## src/rtl/cpu_pkg.sv

```systemverilog
// Shared types and defaults for the fetch front end of the pipelined core.
package cpu_pkg;

   typedef logic [31:0] word_t;

   // One prefetch FIFO entry: the fetched instruction word.
   typedef struct packed {
      word_t instr;
   } fetch_entry_t;

   localparam word_t RESET_PC_DEFAULT  = 32'h0000_0000;
   localparam word_t NOP_INSTR_DEFAULT = 32'hE280_0000;   // ADD r0,r0,#0

   // Instruction addresses are word aligned; low two bits are always zero.
   function automatic word_t align_pc(input word_t pc);
      return pc & ~word_t'(32'h3);
   endfunction

endpackage

```

## src/rtl/fetch_stage_if.sv

```systemverilog
// Instruction-memory request/response bus between fetch and imem.
interface fetch_stage_if;
   import cpu_pkg::*;

   logic  ImemReqValid;
   logic  ImemReqReady;
   word_t ImemAddr;
   logic  ImemRspValid;
   word_t ImemRspData;

   modport master (
      output ImemReqValid, ImemAddr,
      input  ImemReqReady, ImemRspValid, ImemRspData
   );

   modport slave (
      input  ImemReqValid, ImemAddr,
      output ImemReqReady, ImemRspValid, ImemRspData
   );

endinterface

```

## src/rtl/fetch_fifo.sv

```systemverilog
// Small synchronous prefetch FIFO; clear wins over push and pop.
module fetch_fifo #(
   parameter int unsigned DEPTH = 2,
   parameter int unsigned WIDTH = 32
) (
   input  logic                     clk,
   input  logic                     rst_n,
   input  logic                     push,
   input  logic [WIDTH-1:0]         push_data,
   input  logic                     pop,
   input  logic                     clear,
   output logic [WIDTH-1:0]         head_data,
   output logic                     full,
   output logic                     empty,
   output logic [$clog2(DEPTH):0]   count
);
   localparam int unsigned AW = $clog2(DEPTH);
   localparam int unsigned CW = AW + 1;

   logic [WIDTH-1:0] mem_q [DEPTH];
   logic [AW-1:0]    rd_ptr_q, rd_ptr_d;
   logic [AW-1:0]    wr_ptr_q, wr_ptr_d;
   logic [CW-1:0]    count_q, count_d;
   logic             push_en, pop_en;

   assign full      = (count_q == CW'(DEPTH));
   assign empty     = (count_q == '0);
   assign count     = count_q;
   assign head_data = mem_q[rd_ptr_q];

   // A push into a full FIFO is only accepted when a pop frees the slot.
   assign push_en = push & ~clear & (~full | pop);
   assign pop_en  = pop & ~clear & ~empty;

   // Pointer and occupancy next state.
   always_comb begin
      rd_ptr_d = rd_ptr_q;
      wr_ptr_d = wr_ptr_q;
      count_d  = count_q;
      if (clear) begin
         rd_ptr_d = '0;
         wr_ptr_d = '0;
         count_d  = '0;
      end else begin
         if (push_en) wr_ptr_d = wr_ptr_q + AW'(1);
         if (pop_en)  rd_ptr_d = rd_ptr_q + AW'(1);
         count_d = count_q + CW'(push_en) - CW'(pop_en);
      end
   end

   // Pointer/count registers.
   always_ff @(posedge clk or negedge rst_n) begin
      if (!rst_n) begin
         rd_ptr_q <= '0;
         wr_ptr_q <= '0;
         count_q  <= '0;
      end else begin
         rd_ptr_q <= rd_ptr_d;
         wr_ptr_q <= wr_ptr_d;
         count_q  <= count_d;
      end
   end

   // Entry storage; contents are only read while count says they are valid.
   always_ff @(posedge clk) begin
      if (push_en) mem_q[wr_ptr_q] <= push_data;
   end

endmodule

```

## src/rtl/fetch_stage.sv

```systemverilog
// IF stage plus IF/ID register: PC generation, imem requests, prefetch, redirect.
module fetch_stage
   import cpu_pkg::*;
#(
   parameter word_t       RESET_PC  = RESET_PC_DEFAULT,
   parameter int unsigned DEPTH     = 2,
   parameter word_t       NOP_INSTR = NOP_INSTR_DEFAULT
) (
   input  logic          clk,
   input  logic          reset,
   input  logic          StallF,
   input  logic          StallD,
   input  logic          FlushD,
   input  logic          BranchTakenE,
   input  word_t         ALUResultE,
   input  logic          PCSrcW,
   input  word_t         ResultW,
   fetch_stage_if.master imem,
   output word_t         InstrD,
   output word_t         PCPlus8D,
   output logic          ValidD
);
   localparam int unsigned CW        = $clog2(DEPTH) + 1;
   localparam logic [CW:0] DEPTH_OCC = (CW+1)'(DEPTH);
   localparam word_t       PC_RST    = align_pc(RESET_PC);

   word_t         pcf_q, pcf_d;
   word_t         head_pc_q, head_pc_d;
   logic [CW-1:0] outstanding_q, outstanding_d;
   logic [CW-1:0] drop_cnt_q, drop_cnt_d;
   word_t         ifid_instr_q, ifid_instr_d;
   word_t         ifid_pc8_q, ifid_pc8_d;
   logic          ifid_valid_q, ifid_valid_d;

   logic          redirect, req_ok, req_fire, rsp_valid, rsp_keep;
   logic          advance, bypass, fifo_push, fifo_pop;
   logic          fifo_full, fifo_empty;
   logic [CW-1:0] fifo_count;
   logic [CW:0]   occupancy;
   word_t         target;
   fetch_entry_t  push_entry, head_entry;

   // Redirect and issue control: never issue more than the FIFO can absorb.
   assign redirect  = BranchTakenE | PCSrcW;
   assign target    = align_pc(BranchTakenE ? ALUResultE : ResultW);
   assign occupancy = {1'b0, fifo_count} + {1'b0, outstanding_q};
   assign req_ok    = ~StallF & ~redirect & (occupancy < DEPTH_OCC);
   assign req_fire  = req_ok & imem.ImemReqReady;
   assign rsp_valid = imem.ImemRspValid;
   assign rsp_keep  = rsp_valid & (drop_cnt_q == '0);

   // Decode advance: pop the FIFO head, or bypass a response when it is empty.
   assign advance    = ~redirect & ~StallD & ~FlushD;
   assign fifo_pop   = advance & ~fifo_empty;
   assign bypass     = advance & fifo_empty & rsp_keep;
   assign fifo_push  = ~redirect & rsp_keep & ~bypass;
   assign push_entry = '{instr: imem.ImemRspData};

   fetch_fifo #(
      .DEPTH (DEPTH),
      .WIDTH ($bits(fetch_entry_t))
   ) u_fifo (
      .clk       (clk),
      .rst_n     (reset),
      .push      (fifo_push),
      .push_data (push_entry),
      .pop       (fifo_pop),
      .clear     (redirect),
      .head_data (head_entry),
      .full      (fifo_full),
      .empty     (fifo_empty),
      .count     (fifo_count)
   );

   // Next state for PC, head PC, in-flight tracking and the IF/ID register.
   always_comb begin
      pcf_d         = pcf_q;
      head_pc_d     = head_pc_q;
      outstanding_d = outstanding_q + CW'(req_fire) - CW'(rsp_valid);
      drop_cnt_d    = drop_cnt_q;
      ifid_instr_d  = ifid_instr_q;
      ifid_pc8_d    = ifid_pc8_q;
      ifid_valid_d  = ifid_valid_q;
      if (redirect) begin
         pcf_d        = target;
         head_pc_d    = target;
         drop_cnt_d   = outstanding_q - CW'(rsp_valid);
         ifid_instr_d = NOP_INSTR;
         ifid_valid_d = 1'b0;
      end else begin
         if (req_fire)              pcf_d      = pcf_q + 32'd4;
         if (rsp_valid && !rsp_keep) drop_cnt_d = drop_cnt_q - CW'(1);
         if (fifo_pop || bypass) begin
            ifid_instr_d = fifo_pop ? head_entry.instr : imem.ImemRspData;
            ifid_pc8_d   = head_pc_q + 32'd8;
            ifid_valid_d = 1'b1;
            head_pc_d    = head_pc_q + 32'd4;
         end else if (!StallD) begin
            ifid_instr_d = NOP_INSTR;
            ifid_valid_d = 1'b0;
         end
      end
   end

   // State registers.
   always_ff @(posedge clk or negedge reset) begin
      if (!reset) begin
         pcf_q         <= PC_RST;
         head_pc_q     <= PC_RST;
         outstanding_q <= '0;
         drop_cnt_q    <= '0;
         ifid_instr_q  <= NOP_INSTR;
         ifid_pc8_q    <= PC_RST + 32'd8;
         ifid_valid_q  <= 1'b0;
      end else begin
         pcf_q         <= pcf_d;
         head_pc_q     <= head_pc_d;
         outstanding_q <= outstanding_d;
         drop_cnt_q    <= drop_cnt_d;
         ifid_instr_q  <= ifid_instr_d;
         ifid_pc8_q    <= ifid_pc8_d;
         ifid_valid_q  <= ifid_valid_d;
      end
   end

   assign imem.ImemReqValid = reset & req_ok;
   assign imem.ImemAddr     = pcf_q;
   assign InstrD            = ifid_instr_q;
   assign PCPlus8D          = ifid_pc8_q;
   assign ValidD            = ifid_valid_q;

   // Protocol and bookkeeping invariants.
   assert property (@(posedge clk) disable iff (!reset)
      !(fifo_push && fifo_full && !fifo_pop));
   assert property (@(posedge clk) disable iff (!reset)
      drop_cnt_q <= outstanding_q);
   assert property (@(posedge clk) disable iff (!reset)
      (imem.ImemReqValid && !imem.ImemReqReady) |=> $stable(imem.ImemAddr));

endmodule
```

## src/flat_wrapper.sv

```systemverilog
// flat-port wrapper written by rule: the top's interface ports become plain ports
module fetch_stage_flat import cpu_pkg::*;
#(
   parameter word_t       RESET_PC  = RESET_PC_DEFAULT,
   parameter int unsigned DEPTH     = 2,
   parameter word_t       NOP_INSTR = NOP_INSTR_DEFAULT
)
  (clk, reset, StallF, StallD, FlushD, BranchTakenE, ALUResultE, PCSrcW, ResultW, InstrD, PCPlus8D, ValidD, imem_ImemReqValid, imem_ImemAddr, imem_ImemReqReady, imem_ImemRspValid, imem_ImemRspData);
  fetch_stage_if imem_i ();
  input  logic clk;
  input  logic reset;
  input  logic StallF;
  input  logic StallD;
  input  logic FlushD;
  input  logic BranchTakenE;
  input  word_t ALUResultE;
  input  logic PCSrcW;
  input  word_t ResultW;
  output word_t InstrD;
  output word_t PCPlus8D;
  output logic ValidD;
  output wire logic [$bits(imem_i.ImemReqValid)-1:0] imem_ImemReqValid;
  output wire logic [$bits(imem_i.ImemAddr)-1:0] imem_ImemAddr;
  input wire logic [$bits(imem_i.ImemReqReady)-1:0] imem_ImemReqReady;
  input wire logic [$bits(imem_i.ImemRspValid)-1:0] imem_ImemRspValid;
  input wire logic [$bits(imem_i.ImemRspData)-1:0] imem_ImemRspData;
  assign imem_ImemReqValid = imem_i.ImemReqValid;
  assign imem_ImemAddr = imem_i.ImemAddr;
  assign imem_i.ImemReqReady = imem_ImemReqReady;
  assign imem_i.ImemRspValid = imem_ImemRspValid;
  assign imem_i.ImemRspData = imem_ImemRspData;
  fetch_stage #(.RESET_PC(RESET_PC), .DEPTH(DEPTH), .NOP_INSTR(NOP_INSTR)) u_core (.clk(clk), .reset(reset), .StallF(StallF), .StallD(StallD), .FlushD(FlushD), .BranchTakenE(BranchTakenE), .ALUResultE(ALUResultE), .PCSrcW(PCSrcW), .ResultW(ResultW), .imem(imem_i), .InstrD(InstrD), .PCPlus8D(PCPlus8D), .ValidD(ValidD));
endmodule
```

## config.mk

```make
export PLATFORM = sky130hd
export DESIGN_NAME = fetch_stage_flat
export DESIGN_NICKNAME = d
export VERILOG_FILES = /design/src/rtl/cpu_pkg.sv /design/src/rtl/fetch_stage_if.sv /design/src/rtl/fetch_fifo.sv /design/src/rtl/fetch_stage.sv /design/src/flat_wrapper.sv
export SDC_FILE = /design/constraint.sdc
export NUM_CORES = 1
export LEC_CHECK = 0
export ABC_CLOCK_PERIOD_IN_PS = 8500
export BUFFER_PORTS_ARGS = -buffer_cell sky130_fd_sc_hd__buf_4
export CORE_AREA = 2 2 131 133
export DETAILED_ROUTE_END_ITERATION = 10
export DIE_AREA = 0 0 133 135
export GPL_ROUTABILITY_DRIVEN = 0
export PLACE_DENSITY = 0.84
export SETUP_SLACK_MARGIN = 0.15
export SKIP_CTS_REPAIR_TIMING = 1
export SYNTH_ARGS = -nofsm -noshare
export SYNTH_HDL_FRONTEND = slang
export SYNTH_SLANG_ARGS = --single-unit
```

## constraint.sdc

```tcl
create_clock -name clk -period 8.5 [get_ports clk]
set_input_delay 1.7 -clock clk [delete_from_list [all_inputs] [get_ports clk]]
set_output_delay 1.7 -clock clk [all_outputs]
set_load 0.05 [all_outputs]
```

==> results.tsv <==
stage	metric	value	unit
floorplan	die area	17960	um2
min_path	hold_sp	u_core.PCPlus8D[8]	
layout	P&R area growth vs syn	21.33	%
logic_synthesis	Adder-Cell Fraction of Synth Area	0.01244	
power_and_ir_drop	clock group share of total power	0.292	
detailed_routing	top layer in use	met4	
logic_synthesis	synthesized area per cell	10.36	um2
setup_path	critical path endpoint category	output pin	
floorplan	core area	16410	um2
detailed_routing	final WL	26730	um
layout	Final Instance Count excl. Fillers	1326	
logic_synthesis	Synth Area in Compound Gates	0.1666	
cts	CTS tree	done	
logic_synthesis	Most used DFF post-synth	dfrtp_1	
global_routing	GRT Total Usage	0.2978	
power_and_ir_drop	Sw Share	0.3485	
timing	setup_tns	0	ns
logic_synthesis	Synth cell types	70	
cts	CTS Buf Count	17	
layout	Filler cells	1193	
floorplan	Die Y	135	um
logic_synthesis	Syn Inst Count	932	
placement	Placed Instances	1294	
power_and_ir_drop	logic gate share of total power	0.251	
floorplan	Initial Util	0.5887	
setup_path	reg2reg start	u_core.u_fifo.count[1]	
global_routing	initial antenna violation count	0	
power_and_ir_drop	Leak Pwr	4.795	nW
detailed_routing	drt drc	0	
global_routing	vias in the first global route	8058	
setup_path	startpoint types	input pin	
logic_synthesis	Yosys reg bits	195	
setup_path	R2R depth	7	
logic_synthesis	Simple-Gate Fraction of Synth Area	0.1694	
run_status	status	complete, no violations	
placement	post-DP HPWL	18410	um
power_and_ir_drop	VDD IR max	0.1513	mV
detailed_routing	via count	8372	
detailed_routing	Avg WL per Cell	20.16	um
layout	diode count	0	
placement	Port Buffer Count	194	
timing	endpoints failing setup	0	
logic_synthesis	synth cell count leaders	dfrtp_1, nand2_1, nor2_1	
detailed_routing	DRT iter0 DRCs	921	
power_and_ir_drop	Switching Power	0.8821	mW
timing	f_max	210.0	MHz
timing	unrepaired setup endpoints after global routing	no	
logic_synthesis	largest cells by area after synthesis	dfrtp_1, edfxtp_1, nand2_1, mux2i_1, nor2_1	
timing	Pins Over Slew Limit	0	
cts	clk_lat worst skew	0.43	ns
cts	depth of the CTS H-tree	4	
placement	dpl ws	3.773	ns
cts	Bufs on Longest Clock Path	2	
timing	Tmin final	4.763	ns
power_and_ir_drop	Tot Pwr	2.531	mW
global_routing	grt total ovfl	0	
setup_path	Worst EP required	6.80	ns
floorplan	I/O pins	203	
setup_path	Max FO, Critical Path	38	
logic_synthesis	most frequent cell after synthesis	dfrtp_1	
logic_synthesis	Yosys top cell area share	0.3238	
timing	Worst-Margin Slew	1.280	ns
logic_synthesis	post-synthesis xor/xnor area fraction	0.03899	
layout	fin nets	1207	
power_and_ir_drop	PD cells	216.0	nW/um2
logic_synthesis	Seq/Total Area, Yosys	0.5391	
layout	Multi-input gate area	4140	um2
run	total of max-cap violations	0	
floorplan	Die W	133	um
min_path	Cells on Worst Hold Path	2	
logic_synthesis	leading area contributor after synthesis	dfrtp_1	
power_and_ir_drop	Int Pwr	1.649	mW
global_routing	largest net degree at the start of global routing	77	
cts	clock-pin slew on the worst setup and hold paths	0.07	ns
detailed_routing	Metal-1 WL	10510	um
floorplan	Std-Cell Rows	47	
cts	Root Buffer	clkbuf_16	
detailed_routing	wire length on met2	13100	um
logic_synthesis	largest family of logic cells by synthesized area	simple AND/OR/NAND/NOR gates	
logic_synthesis	mux contribution to synthesized area	0.03795	
logic_synthesis	Post-synth EDFFs	64	
setup_path	kind of critical path	in -> out	
layout	layout cells sized above 1	0.2423	
detailed_routing	via density per instance	6.314	
power_and_ir_drop	sequential share of power	0.456	
layout	post-layout instance area	11720	um2
min_path	Hold Path Sink	u_core.PCPlus8D[8]	
timing	fin crit share	0.5603	
setup_path	Worst R2R Setup Slack	5.18	ns
timing	final setup margin	3.737	ns
global_routing	first-pass GRT wire length	41940	um
placement	Area after DPL	11190	um2
timing	Hold Violations, Final	0	
timing	Final Skew	0.009666	ns
detailed_routing	Final ANT Viol Nets	0	
min_path	worst min path class	reg -> reg	
logic_synthesis	yosys synthesis warning count	0	
setup_path	R2R Path End	u_core.imem.ImemAddr[26]	
detailed_routing	met3 WL	2160	um
logic_synthesis	ys async rst share	0.6718	
layout	register area	5209	um2
timing	headroom to the max-slew limit	0.1457	
setup_path	crit path DAT	3.06	ns
logic_synthesis	Post-Syn Area	9659	um2
detailed_routing	Pre-antenna DRT Iters	6	
cts	CTS Sinks	195	
==> registers in the layout, indices dropped and copies added (netlist names) <==
signal                  count
u_core.PCPlus8D            30
u_core.imem.ImemAddr       30
u_core.drop_cnt_q           2
u_core.outstanding_q        2
u_core.u_fifo.wr_ptr_q      1
u_core.u_fifo.count         2
u_core.u_fifo.mem_q        64
u_core.InstrD              32
u_core.ValidD               1
u_core.u_fifo.rd_ptr_q      1
u_core.head_pc_q           30
==> metal layers <==
layer | up-vias | GRT usage
li1 | 3780 | -
met1 | 4014 | 0.3924
met2 | 509 | 0.4931
met3 | 69 | 0.04917
met4 | 0 | 0.1278
met5 | - | 0
==> power groups by stage <==
stage	clock [mW]	combinational, mW	sequential [mW]
after floorplan	0	0.207	1.36
after global placement	0	0.621	1.17
after detailed placement	0	0.636	1.17
after CTS	0.747	0.638	1.15
after global routing	0.783	0.681	1.17
final	0.739	0.636	1.16
==> final cells by class <==
class,instances,share of cell area
Clock buffer,19,0.03694
Clock inverter,13,0.008647
Inverter,17,0.005445
Multi-Input combinational cell,663,0.3533
Sequential cell,195,0.4444
Tap cell,220,0.02349
Timing Repair Buffer,199,0.1278
==> metrics by stage <==
step / utilization / hold slack (ns)
2_1_floorplan: - / 0.4797
3_3_place_gp: 0.6818 / 0.4655
3_5_place_dp: 0.6818 / 0.4685
4_1_cts: 0.7143 / 0.4848
5_1_grt: 0.7143 / 0.5157
6_report: 0.7143 / 0.4797
==> cell families (layout without fill, tap and decap cells) <==
| family | after synthesis | in the layout |
|---|---|---|
| buf+inv | 77 | 248 |
| mux | 36 | 36 |
| flops | 195 | 195 |
| simple gates | 327 | 327 |
| compound gates | 244 | 244 |
| xor+xnor | 43 | 43 |
| fa+ha+maj | 9 | 9 |
| other cells | 1 | 4 |
==> critical path, cell delays in order <==
cell	delay, ns
buf_4	0.35
or2_2	0.66
nor2_1	0.11
buf_4	0.22
==> worst max path at each step <==
| stage | start | endpoint | slack, ns | cells after the start |
|---|---|---|---|---|
| 6_report | BranchTakenE | imem_ImemReqValid | 3.74 | 4 |
| 5_1_grt | BranchTakenE | imem_ImemReqValid | 3.66 | 4 |
| 4_1_cts | BranchTakenE | imem_ImemReqValid | 3.77 | 4 |
| 3_5_place_dp | BranchTakenE | imem_ImemReqValid | 3.77 | 4 |
| 3_3_place_gp | BranchTakenE | imem_ImemReqValid | 3.76 | 4 |
| 2_1_floorplan | PCSrcW | imem_ImemReqValid | 3.48 | 6 |
==> placed cells by master, fill, tap and decap left out, drive strengths merged, types with 24 or more instances in the layout <==
cell type,instances
nand3,35
nand2,101
nor3,24
a221o,27
nor2,83
nand4,24
buf,199
dfrtp,125
edfxtp,64
o21ai,63
xnor2,29
mux2i,31
a21oi,59
(Power assumes the default switching activity.)
